File: src/rtl/dcache_pkg.sv
// Shared types, default geometry and helpers for the direct-mapped data cache.
package dcache_pkg;

    localparam int WORD_W         = 32;
    localparam int DEF_LINE_WORDS = 4;
    localparam int DEF_NUM_SETS   = 16;
    localparam int DEF_OFF_W      = $clog2(DEF_LINE_WORDS);
    localparam int DEF_IDX_W      = $clog2(DEF_NUM_SETS);
    localparam int DEF_TAG_W      = WORD_W - DEF_IDX_W - DEF_OFF_W - 2;

    typedef enum logic [2:0] {
        IDLE      = 3'd0,
        WB_REQ    = 3'd1,
        WB_WAIT   = 3'd2,
        FILL_REQ  = 3'd3,
        FILL_WAIT = 3'd4
    } state_e;

    // Rebuilds a line-aligned byte address from its tag and index fields.
    function automatic logic [31:0] line_addr(input logic [31:0] tag_v,
                                              input logic [31:0] index_v,
                                              input int          idx_w,
                                              input int          off_w);
        return (tag_v << (idx_w + off_w + 32'sd2)) | (index_v << (off_w + 32'sd2));
    endfunction

    // Performance counters stick at all-ones instead of wrapping.
    function automatic logic [31:0] sat_inc(input logic [31:0] v);
        return (v == 32'hFFFF_FFFF) ? v : v + 32'd1;
    endfunction

endpackage

File: src/rtl/dcache_array.sv
// Valid/dirty/tag/data storage for the cache: asynchronous read, one
// synchronous write per cycle (line fill, word store, or dirty clear).
module dcache_array
    import dcache_pkg::*;
#(
    parameter int OFF_W = DEF_OFF_W,
    parameter int IDX_W = DEF_IDX_W,
    parameter int TAG_W = DEF_TAG_W
) (
    input  logic                              clk,
    input  logic                              reset,
    input  logic [IDX_W-1:0]                  index,
    output logic                              rd_valid,
    output logic                              rd_dirty,
    output logic [TAG_W-1:0]                  rd_tag,
    output logic [WORD_W*(2**OFF_W)-1:0]      rd_line,
    input  logic                              line_we,
    input  logic [TAG_W-1:0]                  line_tag,
    input  logic [WORD_W*(2**OFF_W)-1:0]      line_data,
    input  logic                              word_we,
    input  logic [OFF_W-1:0]                  word_off,
    input  logic [WORD_W-1:0]                 word_data,
    input  logic                              clean_we
);

    localparam int NUM_SETS = 2 ** IDX_W;
    localparam int LINE_W   = WORD_W * (2 ** OFF_W);

    logic [NUM_SETS-1:0] valid_q, valid_d;
    logic [NUM_SETS-1:0] dirty_q, dirty_d;
    logic [TAG_W-1:0]    tag_q  [NUM_SETS];
    logic [TAG_W-1:0]    tag_d  [NUM_SETS];
    logic [LINE_W-1:0]   data_q [NUM_SETS];
    logic [LINE_W-1:0]   data_d [NUM_SETS];

    assign rd_valid = valid_q[index];
    assign rd_dirty = dirty_q[index];
    assign rd_tag   = tag_q[index];
    assign rd_line  = data_q[index];

    // Next-state of the addressed set; a line fill has priority over a word store.
    always_comb begin
        valid_d = valid_q;
        dirty_d = dirty_q;
        tag_d   = tag_q;
        data_d  = data_q;
        if (line_we) begin
            valid_d[index] = 1'b1;
            dirty_d[index] = 1'b0;
            tag_d[index]   = line_tag;
            data_d[index]  = line_data;
        end else if (word_we) begin
            data_d[index][{word_off, 5'd0} +: WORD_W] = word_data;
            dirty_d[index] = 1'b1;
        end else if (clean_we) begin
            dirty_d[index] = 1'b0;
        end else begin
            dirty_d = dirty_q;
        end
    end

    // Flag storage: reset invalidates and cleans every set at once.
    always_ff @(posedge clk) begin
        if (reset) begin
            valid_q <= '0;
            dirty_q <= '0;
        end else begin
            valid_q <= valid_d;
            dirty_q <= dirty_d;
        end
    end

    // Tag and data storage carry no reset; they are meaningless while invalid.
    always_ff @(posedge clk) begin
        tag_q  <= tag_d;
        data_q <= data_d;
    end

endmodule

File: src/rtl/dcache_ctrl.sv
// Direct-mapped write-back/write-allocate data cache controller: zero-latency
// hit path, miss FSM towards line-granular memory, saturating hit/miss counters.
module dcache_ctrl
    import dcache_pkg::*;
#(
    parameter int LINE_WORDS = DEF_LINE_WORDS,
    parameter int NUM_SETS   = DEF_NUM_SETS
) (
    input  logic                         clk,
    input  logic                         reset,
    input  logic                         is_input_valid,
    input  logic [31:0]                  addr,
    input  logic                         mem_read,
    input  logic                         mem_write,
    input  logic [31:0]                  din,
    output logic                         is_ready,
    output logic                         is_output_valid,
    output logic                         is_hit,
    output logic [31:0]                  dout,
    output logic                         dm_req_valid,
    output logic                         dm_req_write,
    output logic [31:0]                  dm_req_addr,
    output logic [32*LINE_WORDS-1:0]     dm_req_data,
    input  logic                         dm_ready,
    input  logic                         dm_resp_valid,
    input  logic [32*LINE_WORDS-1:0]     dm_resp_data,
    output logic [31:0]                  hit_count,
    output logic [31:0]                  miss_count
);

    localparam int OFF_W  = $clog2(LINE_WORDS);
    localparam int IDX_W  = $clog2(NUM_SETS);
    localparam int TAG_W  = WORD_W - IDX_W - OFF_W - 2;
    localparam int LINE_W = WORD_W * LINE_WORDS;

    state_e              state_q, state_d;
    logic [31:0]         hit_count_q, hit_count_d;
    logic [31:0]         miss_count_q, miss_count_d;
    logic                dm_req_valid_q, dm_req_valid_d;
    logic                dm_req_write_q, dm_req_write_d;
    logic [31:0]         dm_req_addr_q, dm_req_addr_d;
    logic [LINE_W-1:0]   dm_req_data_q, dm_req_data_d;

    logic [OFF_W-1:0]    offset_s;
    logic [IDX_W-1:0]    index_s;
    logic [TAG_W-1:0]    tag_s;
    logic                rd_valid_s, rd_dirty_s;
    logic [TAG_W-1:0]    rd_tag_s;
    logic [LINE_W-1:0]   rd_line_s;
    logic                lookup_hit_s, is_idle_s, is_hit_s;
    logic [31:0]         dout_s;
    logic                line_we_s, word_we_s, clean_we_s;
    logic                unused_s;

    assign offset_s = addr[OFF_W+1:2];
    assign index_s  = addr[IDX_W+OFF_W+1:OFF_W+2];
    assign tag_s    = addr[31:IDX_W+OFF_W+2];
    // Loads are simply "not a store", and byte lanes are never addressed.
    assign unused_s = ^{addr[1:0], mem_read};

    dcache_array #(
        .OFF_W (OFF_W),
        .IDX_W (IDX_W),
        .TAG_W (TAG_W)
    ) u_array (
        .clk       (clk),
        .reset     (reset),
        .index     (index_s),
        .rd_valid  (rd_valid_s),
        .rd_dirty  (rd_dirty_s),
        .rd_tag    (rd_tag_s),
        .rd_line   (rd_line_s),
        .line_we   (line_we_s),
        .line_tag  (tag_s),
        .line_data (dm_resp_data),
        .word_we   (word_we_s),
        .word_off  (offset_s),
        .word_data (din),
        .clean_we  (clean_we_s)
    );

    assign lookup_hit_s = rd_valid_s && (rd_tag_s == tag_s);

    // Combinational hit path: the pipeline advances on the same edge as the lookup.
    always_comb begin
        is_idle_s = (state_q == IDLE);
        is_hit_s  = 1'b0;
        dout_s    = 32'd0;
        if (is_idle_s && is_input_valid && lookup_hit_s) begin
            is_hit_s = 1'b1;
            dout_s   = rd_line_s[{offset_s, 5'd0} +: WORD_W];
        end else begin
            is_hit_s = 1'b0;
            dout_s   = 32'd0;
        end
    end

    assign is_ready        = is_idle_s;
    assign is_output_valid = is_idle_s && is_input_valid;
    assign is_hit          = is_hit_s;
    assign dout            = dout_s;

    // Miss FSM, counters and registered memory-request fields.
    always_comb begin
        state_d        = state_q;
        hit_count_d    = hit_count_q;
        miss_count_d   = miss_count_q;
        dm_req_valid_d = 1'b0;
        dm_req_write_d = dm_req_write_q;
        dm_req_addr_d  = dm_req_addr_q;
        dm_req_data_d  = dm_req_data_q;
        line_we_s      = 1'b0;
        word_we_s      = 1'b0;
        clean_we_s     = 1'b0;
        case (state_q)
            IDLE: begin
                if (is_input_valid && is_hit_s) begin
                    hit_count_d = sat_inc(hit_count_q);
                    word_we_s   = mem_write;
                end else if (is_input_valid) begin
                    miss_count_d = sat_inc(miss_count_q);
                    state_d      = (rd_valid_s && rd_dirty_s) ? WB_REQ : FILL_REQ;
                end else begin
                    state_d = IDLE;
                end
            end
            WB_REQ: begin
                if (dm_ready) begin
                    dm_req_valid_d = 1'b1;
                    dm_req_write_d = 1'b1;
                    dm_req_addr_d  = line_addr(32'(rd_tag_s), 32'(index_s), IDX_W, OFF_W);
                    dm_req_data_d  = rd_line_s;
                    state_d        = WB_WAIT;
                end else begin
                    state_d = WB_REQ;
                end
            end
            WB_WAIT: begin
                if (dm_resp_valid) begin
                    clean_we_s = 1'b1;
                    state_d    = FILL_REQ;
                end else begin
                    state_d = WB_WAIT;
                end
            end
            FILL_REQ: begin
                if (dm_ready) begin
                    dm_req_valid_d = 1'b1;
                    dm_req_write_d = 1'b0;
                    dm_req_addr_d  = line_addr(32'(tag_s), 32'(index_s), IDX_W, OFF_W);
                    state_d        = FILL_WAIT;
                end else begin
                    state_d = FILL_REQ;
                end
            end
            FILL_WAIT: begin
                if (dm_resp_valid) begin
                    line_we_s = 1'b1;
                    state_d   = IDLE;
                end else begin
                    state_d = FILL_WAIT;
                end
            end
            default: begin
                state_d = IDLE;
            end
        endcase
    end

    // Controller state; reset abandons any outstanding memory transaction.
    always_ff @(posedge clk) begin
        if (reset) begin
            state_q        <= IDLE;
            hit_count_q    <= 32'd0;
            miss_count_q   <= 32'd0;
            dm_req_valid_q <= 1'b0;
            dm_req_write_q <= 1'b0;
            dm_req_addr_q  <= 32'd0;
            dm_req_data_q  <= '0;
        end else begin
            state_q        <= state_d;
            hit_count_q    <= hit_count_d;
            miss_count_q   <= miss_count_d;
            dm_req_valid_q <= dm_req_valid_d;
            dm_req_write_q <= dm_req_write_d;
            dm_req_addr_q  <= dm_req_addr_d;
            dm_req_data_q  <= dm_req_data_d;
        end
    end

    assign dm_req_valid = dm_req_valid_q;
    assign dm_req_write = dm_req_write_q;
    assign dm_req_addr  = dm_req_addr_q;
    assign dm_req_data  = dm_req_data_q;
    assign hit_count    = hit_count_q;
    assign miss_count   = miss_count_q;

endmodule

File: config.mk
export PLATFORM = sky130hd
export DESIGN_NAME = dcache_ctrl
export DESIGN_NICKNAME = d
export VERILOG_FILES = /design/src/rtl/dcache_pkg.sv /design/src/rtl/dcache_array.sv /design/src/rtl/dcache_ctrl.sv
export SDC_FILE = /design/constraint.sdc
export NUM_CORES = 2
export LEC_CHECK = 0
export BUFFER_PORTS_ARGS = -buffer_cell sky130_fd_sc_hd__buf_2
export CORE_ASPECT_RATIO = 0.6
export CORE_MARGIN = 2
export CORE_UTILIZATION = 40
export DETAILED_ROUTE_END_ITERATION = 16
export PLACE_DENSITY = 0.57
export SYNTH_ARGS = -nofsm -noshare
export SYNTH_HDL_FRONTEND = slang
export SYNTH_SLANG_ARGS = --single-unit
File: constraint.sdc
create_clock -name clk -period 6.1 [get_ports clk]
set_input_delay 0.61 -clock clk [delete_from_list [all_inputs] [get_ports clk]]
set_output_delay 0.61 -clock clk [all_outputs]
set_load 0.02 [all_outputs]
[After elaboration in Yosys (flattened, before gate mapping)]
Cells that the tools add are included.
Word-level totals
  bits in registers: 2693
  latch bits: 0
  RAM bits: 0
  memory bits (read-only): 0
  input port bits: 199
  memories: 0
Cells by class
  $add $sub $neg: 3
  multiply operators: 0
  divide/modulo/power cells: 0
  magnitude comparators: 4
  eq/ne operators: 10
  shifts and indexed selects: 3
  mux-type cells: 48
  bitwise operators: 11
  reduce and logical (&&, ||, !) cells: 17
Operators with widths (number)
  bitwise mux 2048 bit: 2
  two-way mux 2048 bit: 2
  demux 128 bit (select 4 bit): 2
  binary-select mux 128 bit (select 4 bit): 1
  two-way mux 128 bit: 4
  bitwise mux 384 bit: 1
  variable shift 32 x 9 -> 128 bit, first input constant: 1
  indexed part select 128 x 8 -> 32 bit: 1
  indexed part select 32 x 9 -> 128 bit: 1
  binary-select mux 24 bit (select 4 bit): 1
  demux 24 bit (select 4 bit): 1
  two-way mux 32 bit: 3
  two-way mux 24 bit: 3
  adder 32 x 1 -> 32 bit, second input constant: 2
  == test 32 bit, second input constant: 2
  bitwise OR 32 x 8 -> 32 bit: 2
  case mux 32 bit (2 select lines): 1
  two-way mux 16 bit: 3
  bitwise OR 16 bit: 2
  == test 24 bit: 1
  bitwise AND 16 bit: 1
  NOT 16 bit: 1
  case mux 3 bit (5 select lines): 1
  two-way mux 1 bit: 13
  24 further kinds: 44

[Longest topological paths before layout]
  depth after elaboration: 13
  gate-level depth with buffers: 16

[Cells and area by module]
A second synthesis with hierarchy kept.
Unflattened totals
  cells, all modules: 8381
  area total of the unflattened synthesis: 125182.6 um^2
By module, submodules not included
  dcache_array: instances 1, cells each 7135, area an instance 114785.1 um^2, sequential area each 73670.7 um^2
  dcache_ctrl: instances 1, cells each 1246, area an instance 10397.5 um^2, sequential area each 4504.3 um^2

[Least setup slack after synthesis]
OpenSTA, ideal clock, no wires.
  path type: input-to-reg
  start point: input addr[7]
  end point: register u_array.data_q[1888] (netlist name) (enable)
  setup time: 0.466 ns
  data arrival time: 5.199 ns
  data required time: 5.634 ns
  setup slack: 0.436 ns
  stages: 12
  path buffers: 4
  path through: buf_4 > buf_6 > buf_2 > mux4_2 > a22oi_1 > nand3_1 > xnor2_1 > o2111ai_1 > nor4b_2 > nand4_1 > clkbuf_1 > o21ai_0
On the way
  word-level cells in the longest chain between the ends: 12
  elaborated cells on any way between the ends: 14
  those cells by class: eq/ne (1); mux (8); bitwise (1); reduce/logical (4)
Ends and longest elaborated chain
  start, declared: line dcache_ctrl.sv:12  | input logic [31:0] addr,
  NOT 4 -> 5 bit (implied by the code): line dcache_array.sv:38  | assign rd_tag = tag_q[index];
  binary-select mux 24 bit (select 4 bit): line dcache_array.sv:38
  two-way mux 24 bit (implied by the code) (2 in a row): line dcache_array.sv:38
  == test 24 bit: line dcache_ctrl.sv:82  | assign lookup_hit_s = rd_valid_s && (rd_tag_s == tag_s);
  logical AND 1 bit (*): line dcache_ctrl.sv:82
  logical AND 1 bit (*): line dcache_ctrl.sv:89  | if (is_idle_s && is_input_valid && lookup_hit_s) begin
  two-way mux 1 bit (*): line dcache_ctrl.sv:89
  logical AND 1 bit (*): line dcache_ctrl.sv:117  | if (is_input_valid && is_hit_s) begin
  two-way mux 1 bit (*): line dcache_ctrl.sv:117
  two-way mux 1 bit (*): line dcache_ctrl.sv:115  | case (state_q)
  nonzero test 2 bit (no line) (*)
  end signal, assigned: line dcache_array.sv:76  | data_q <= data_d;
  end, declared: line dcache_array.sv:33  | logic [LINE_W-1:0] data_q [NUM_SETS];
Every way passes the cells marked *; elsewhere a longest branch is shown, timed or not. The select of a mux whose other input is x is not followed.
A chain may end at the register's enable or synchronous reset.

[Worst setup path after layout]
  start point: input addr[5]
  end point: output dout[6]
On the way
  word-level cells in the longest chain between the ends: 8
  elaborated cells on any way between the ends: 14
  those cells by class: eq/ne (1); shift (1); mux (9); bitwise (1); reduce/logical (2)
Ends and longest elaborated chain
  branches (longest 7 deep; another with binary-select mux 128 bit (select 4 bit))
  two-way mux 32 bit (*): line dcache_ctrl.sv:89
  end, declared: line dcache_ctrl.sv:19  | output logic [31:0] dout,
Mark *: on every way between the ends. The select of a mux whose other input is x is not followed.

==> results.md <==
* Initial antenna violation count at 121
* WL/cell at 34.37 µm
* Cell area after synthesis at 126300 µm²
* Vias in the first global route at 88630
* RSZ-0062 raised after global routing: false
* Max Slew Vio Count at 0
* Ys Warns at 0
* Clock transition at path regs at 0.07 ns
* Critical R2R Capture: u_array.data_q[1675]$_DFFE_PP_
* Hold slack at 0.05549 ns
* CP required at 5.49 ns
* CTS tree: yes
* Port Buf Inserts at 452
* Final Instance Area at 142300 µm²
* Die ar. at 320400 µm²
* Post-DP Area at 133600 µm²
* Clk Tree Root Cell: clkbuf_16
* HP Start: dm_resp_valid
* Synth Flop Type: edfxtp_1
* Worst r2r src: u_array.tag_q[37]$_DFFE_PP_
* Post-CTS Resized at 0
* Worst Path Arrival at 4.43 ns
* Clk_lat worst skew at 0.93 ns
* Seq/Total Area, Yosys at 61.91%
* Post-synth top area share at 57.83%
* Pwr per Cell Area at 273.2 nW/µm²
* Fmax achieved at 0.1983 GHz
* Crit end category: output pin
* WHS Endpoint: state_q[2]$_SDFFE_PP0P_
* Die width at 729.4 µm
* CP max stage delay at 0.75 ns
* Critical path's top delay family: multiplexers
* CTS Buf Count at 275
* # Max-Cap Violations at 0
* Final hold violation count at 0
* Fin Setup TNS at 0 ns
* Fin crit period at 5.043 ns
* Overall routing resource usage at 30.36%
* Cell Rows at 159
* Synth Register Bits at 2689
* Largest net degree at the start of global routing at 143
* IO Pins at 460
* Vias after detailed routing at 93850
* Leading area contributor after synthesis: edfxtp_1
* Worst rel slew slack at 10.64%
* Min-delay worst type: in2reg
* Initial DRC Count at 17620
* Dominant cells by area after synthesis: edfxtp_1, mux4_2, o21ai_0
* RePlAce Congestion at 0.9145
* Final worst-path cycle share at 82.67%
* Leakage at 0.03813 µW
* Starting Density at 40.28%
* First-pass GRT wire length at 688000 µm
* Crit path kind: in2out
* Drt via density at 6.433
* H-tree depth at 5
* Nets at 10330
* Flop2flop setup slack at 1.86 ns
* Post-CTS setup buffers at 0
* Clock sinks at 2689
* Slowest cell on crit path: mux4_2
* Yosys cell types at 73
* Synth Instances at 10260
* Status: finished clean
* Slew @ Worst Pin at 1.336 ns
* Peak supply drop at 0.1949 mV
* CP most frequent cell: mux4_2
* Crit path buf inv count at 4
* Worst Skew at 0.1197 ns
* Core area at 313500 µm²
* Worst setup SP type: input port
* Area Overhead vs Synth at 12.70%
* Final HPWL DP at 285600 µm
* Post-synth EDFFs at 2432
* Mapped Avg Cell Area at 12.31 µm²
* Ys async rst share at 0%
* Drt pass-1 iters at 8
* Chip Height at 439.2 µm
* Hold buffers post-CTS at 0
* WHS Path Cells at 3
* Share of cells above drive strength 1 at 19.87%
* Final WL at 501400 µm
* Routed Antenna Nets at 0
* Worst Reg-to-Reg Cells at 12
* CP max FO at 74
* GR Overflow Total at 0
* Setup violators final at 0
* Critical-path cell list: buf_8 > buf_4 > buf_12 > mux4_2 > mux4_2 > mux4_2 > nor2b_1 > buf_2
* Buffer depth of the longest clock path at 4
* DRC violations left at 0
[per-stage QoR]
step | utilization [%] | setup WS (ns) | total power (µW) | instances
after floorplan | - | 0.4357 | 21690 | 10260
after global placement | 42.62 | 1.018 | 22500 | 14030
after detailed placement | 42.62 | 0.9555 | 22530 | 14030
after CTS | 45.33 | 1.123 | 38910 | 14510
after global routing | 45.35 | 0.9191 | 39710 | 14540
final | 45.39 | 1.057 | 38880 | 14590
[flip-flops by register name, summed over array words and instances (netlist names), 3 cells and up, named ones only]
register,count
dm_req_addr,28
dm_req_data,128
miss_count,32
u_array.tag_q,384
u_array.data_q,2048
u_array.valid_q,16
hit_count,32
state_q,3
[worst max path at each step]
stage | cells after the start | slack, ns | startpoint | to
2_1_floorplan | 12 | 0.44 | addr[7] | u_array.data_q[1888]$_DFFE_PP_
3_5_place_dp | 14 | 0.96 | addr[5] | u_array.data_q[271]$_DFFE_PP_
6_report | 8 | 1.06 | addr[5] | dout[6]
3_3_place_gp | 12 | 1.02 | addr[7] | u_array.data_q[271]$_DFFE_PP_
5_1_grt | 13 | 0.92 | addr[5] | dout[26]
4_1_cts | 8 | 1.12 | addr[4] | dout[16]
[per-layer routing]
| metal | part of all wire, % | global-route usage [%] | routed length [µm] |
|---|---|---|---|
| met1 | 36 | 40.59 | 182300 |
| met2 | 42 | 42.75 | 212900 |
| met3 | 16 | 11.86 | 80190 |
| met4 | 5.1 | 15.61 | 25690 |
| met5 | 0.067 | 0.8876 | 338 |
[synth_stat cells (4+ instances only)]
master     instances
o2111ai_1          7
nor2b_1           61
a311oi_1          13
nand3b_1           4
mux2_1            10
xnor2_1           11
mux2i_1           70
or3_1             20
nand4_1           24
buf_4             15
nor3_1            24
buf_6             16
nor4_1            10
a211oi_1          10
xor2_1            12
nand2_1         2573
edfxtp_1        2432
nand2b_1           9
a211o_1            6
buf_1             68
ha_1               7
o21a_1            17
and3_1            24
nor4b_1            5
buf_2            113
nand3_1           38
a21oi_1          208
o22ai_1           15
inv_1             30
and2_1             7
nor3b_1            5
a32o_1            16
nor2_1           156
dfxtp_1          257
a22oi_1           14
or4_1             27
o21ai_0         2120
and4_1             9
o211ai_1           9
mux4_2           739
clkbuf_1         918
mux2_2            54
nand4b_1           4
o31ai_1           25
[area by class of cell]
cell class                 instances  area, µm²
clock inverter                   118       1035
clock buffer                     361       7455
tap                             4186       5238
antenna                           81      202.7
fill                           27830     171200
inverter                          32      240.2
sequential                      2689      78180
timing repair buffer             710       5575
multi-input combinational       6411      44390
[layout by cell type (no fill, tap or decap), drive strengths merged, types with 16 or more instances in the layout]
cell | Yosys | routed
nand2 | 2574 | 2574
edfxtp | 2432 | 2432
o21ai | 2121 | 2121
mux4 | 739 | 739
buf | 212 | 710
clkbuf | 918 | 361
dfxtp | 257 | 257
a21oi | 208 | 208
nor2 | 156 | 156
clkinv | 0 | 87
diode | 0 | 81
mux2i | 70 | 70
mux2 | 64 | 64
nor2b | 61 | 61
inv | 32 | 44
nand3 | 38 | 38
or4 | 27 | 27
nor3 | 26 | 26
o31ai | 25 | 25
and3 | 24 | 24
nand4 | 24 | 24
or3 | 20 | 20
o21a | 17 | 17
a32o | 16 | 16
[cell families after synthesis]
group | after synthesis | synth area share (%)
adders and majority gates | 7 | 0.06935
buffers and inverters | 1162 | 3.706
muxes | 873 | 14.31
AOI/OAI and AO/OA | 2492 | 10.29
other | 1 | 0.002970
DFF | 2689 | 61.91
and+or+nand+nor | 3012 | 9.558
xor gates and xnor gates | 23 | 0.1595
[tightest hold or removal path: stages]
cell and delay, ns:
buf_2 0.11, nand3b_1 0.10, a21oi_1 0.06
[where the power goes]
group          internal, µW  leakage [µW]  switching, µW
sequential            19900        0.0198           81.3
clock                  9200       0.00415           7490
combinational           580        0.0142           1600
total                 29700        0.0381           9170
(Power assumes the default switching activity.)
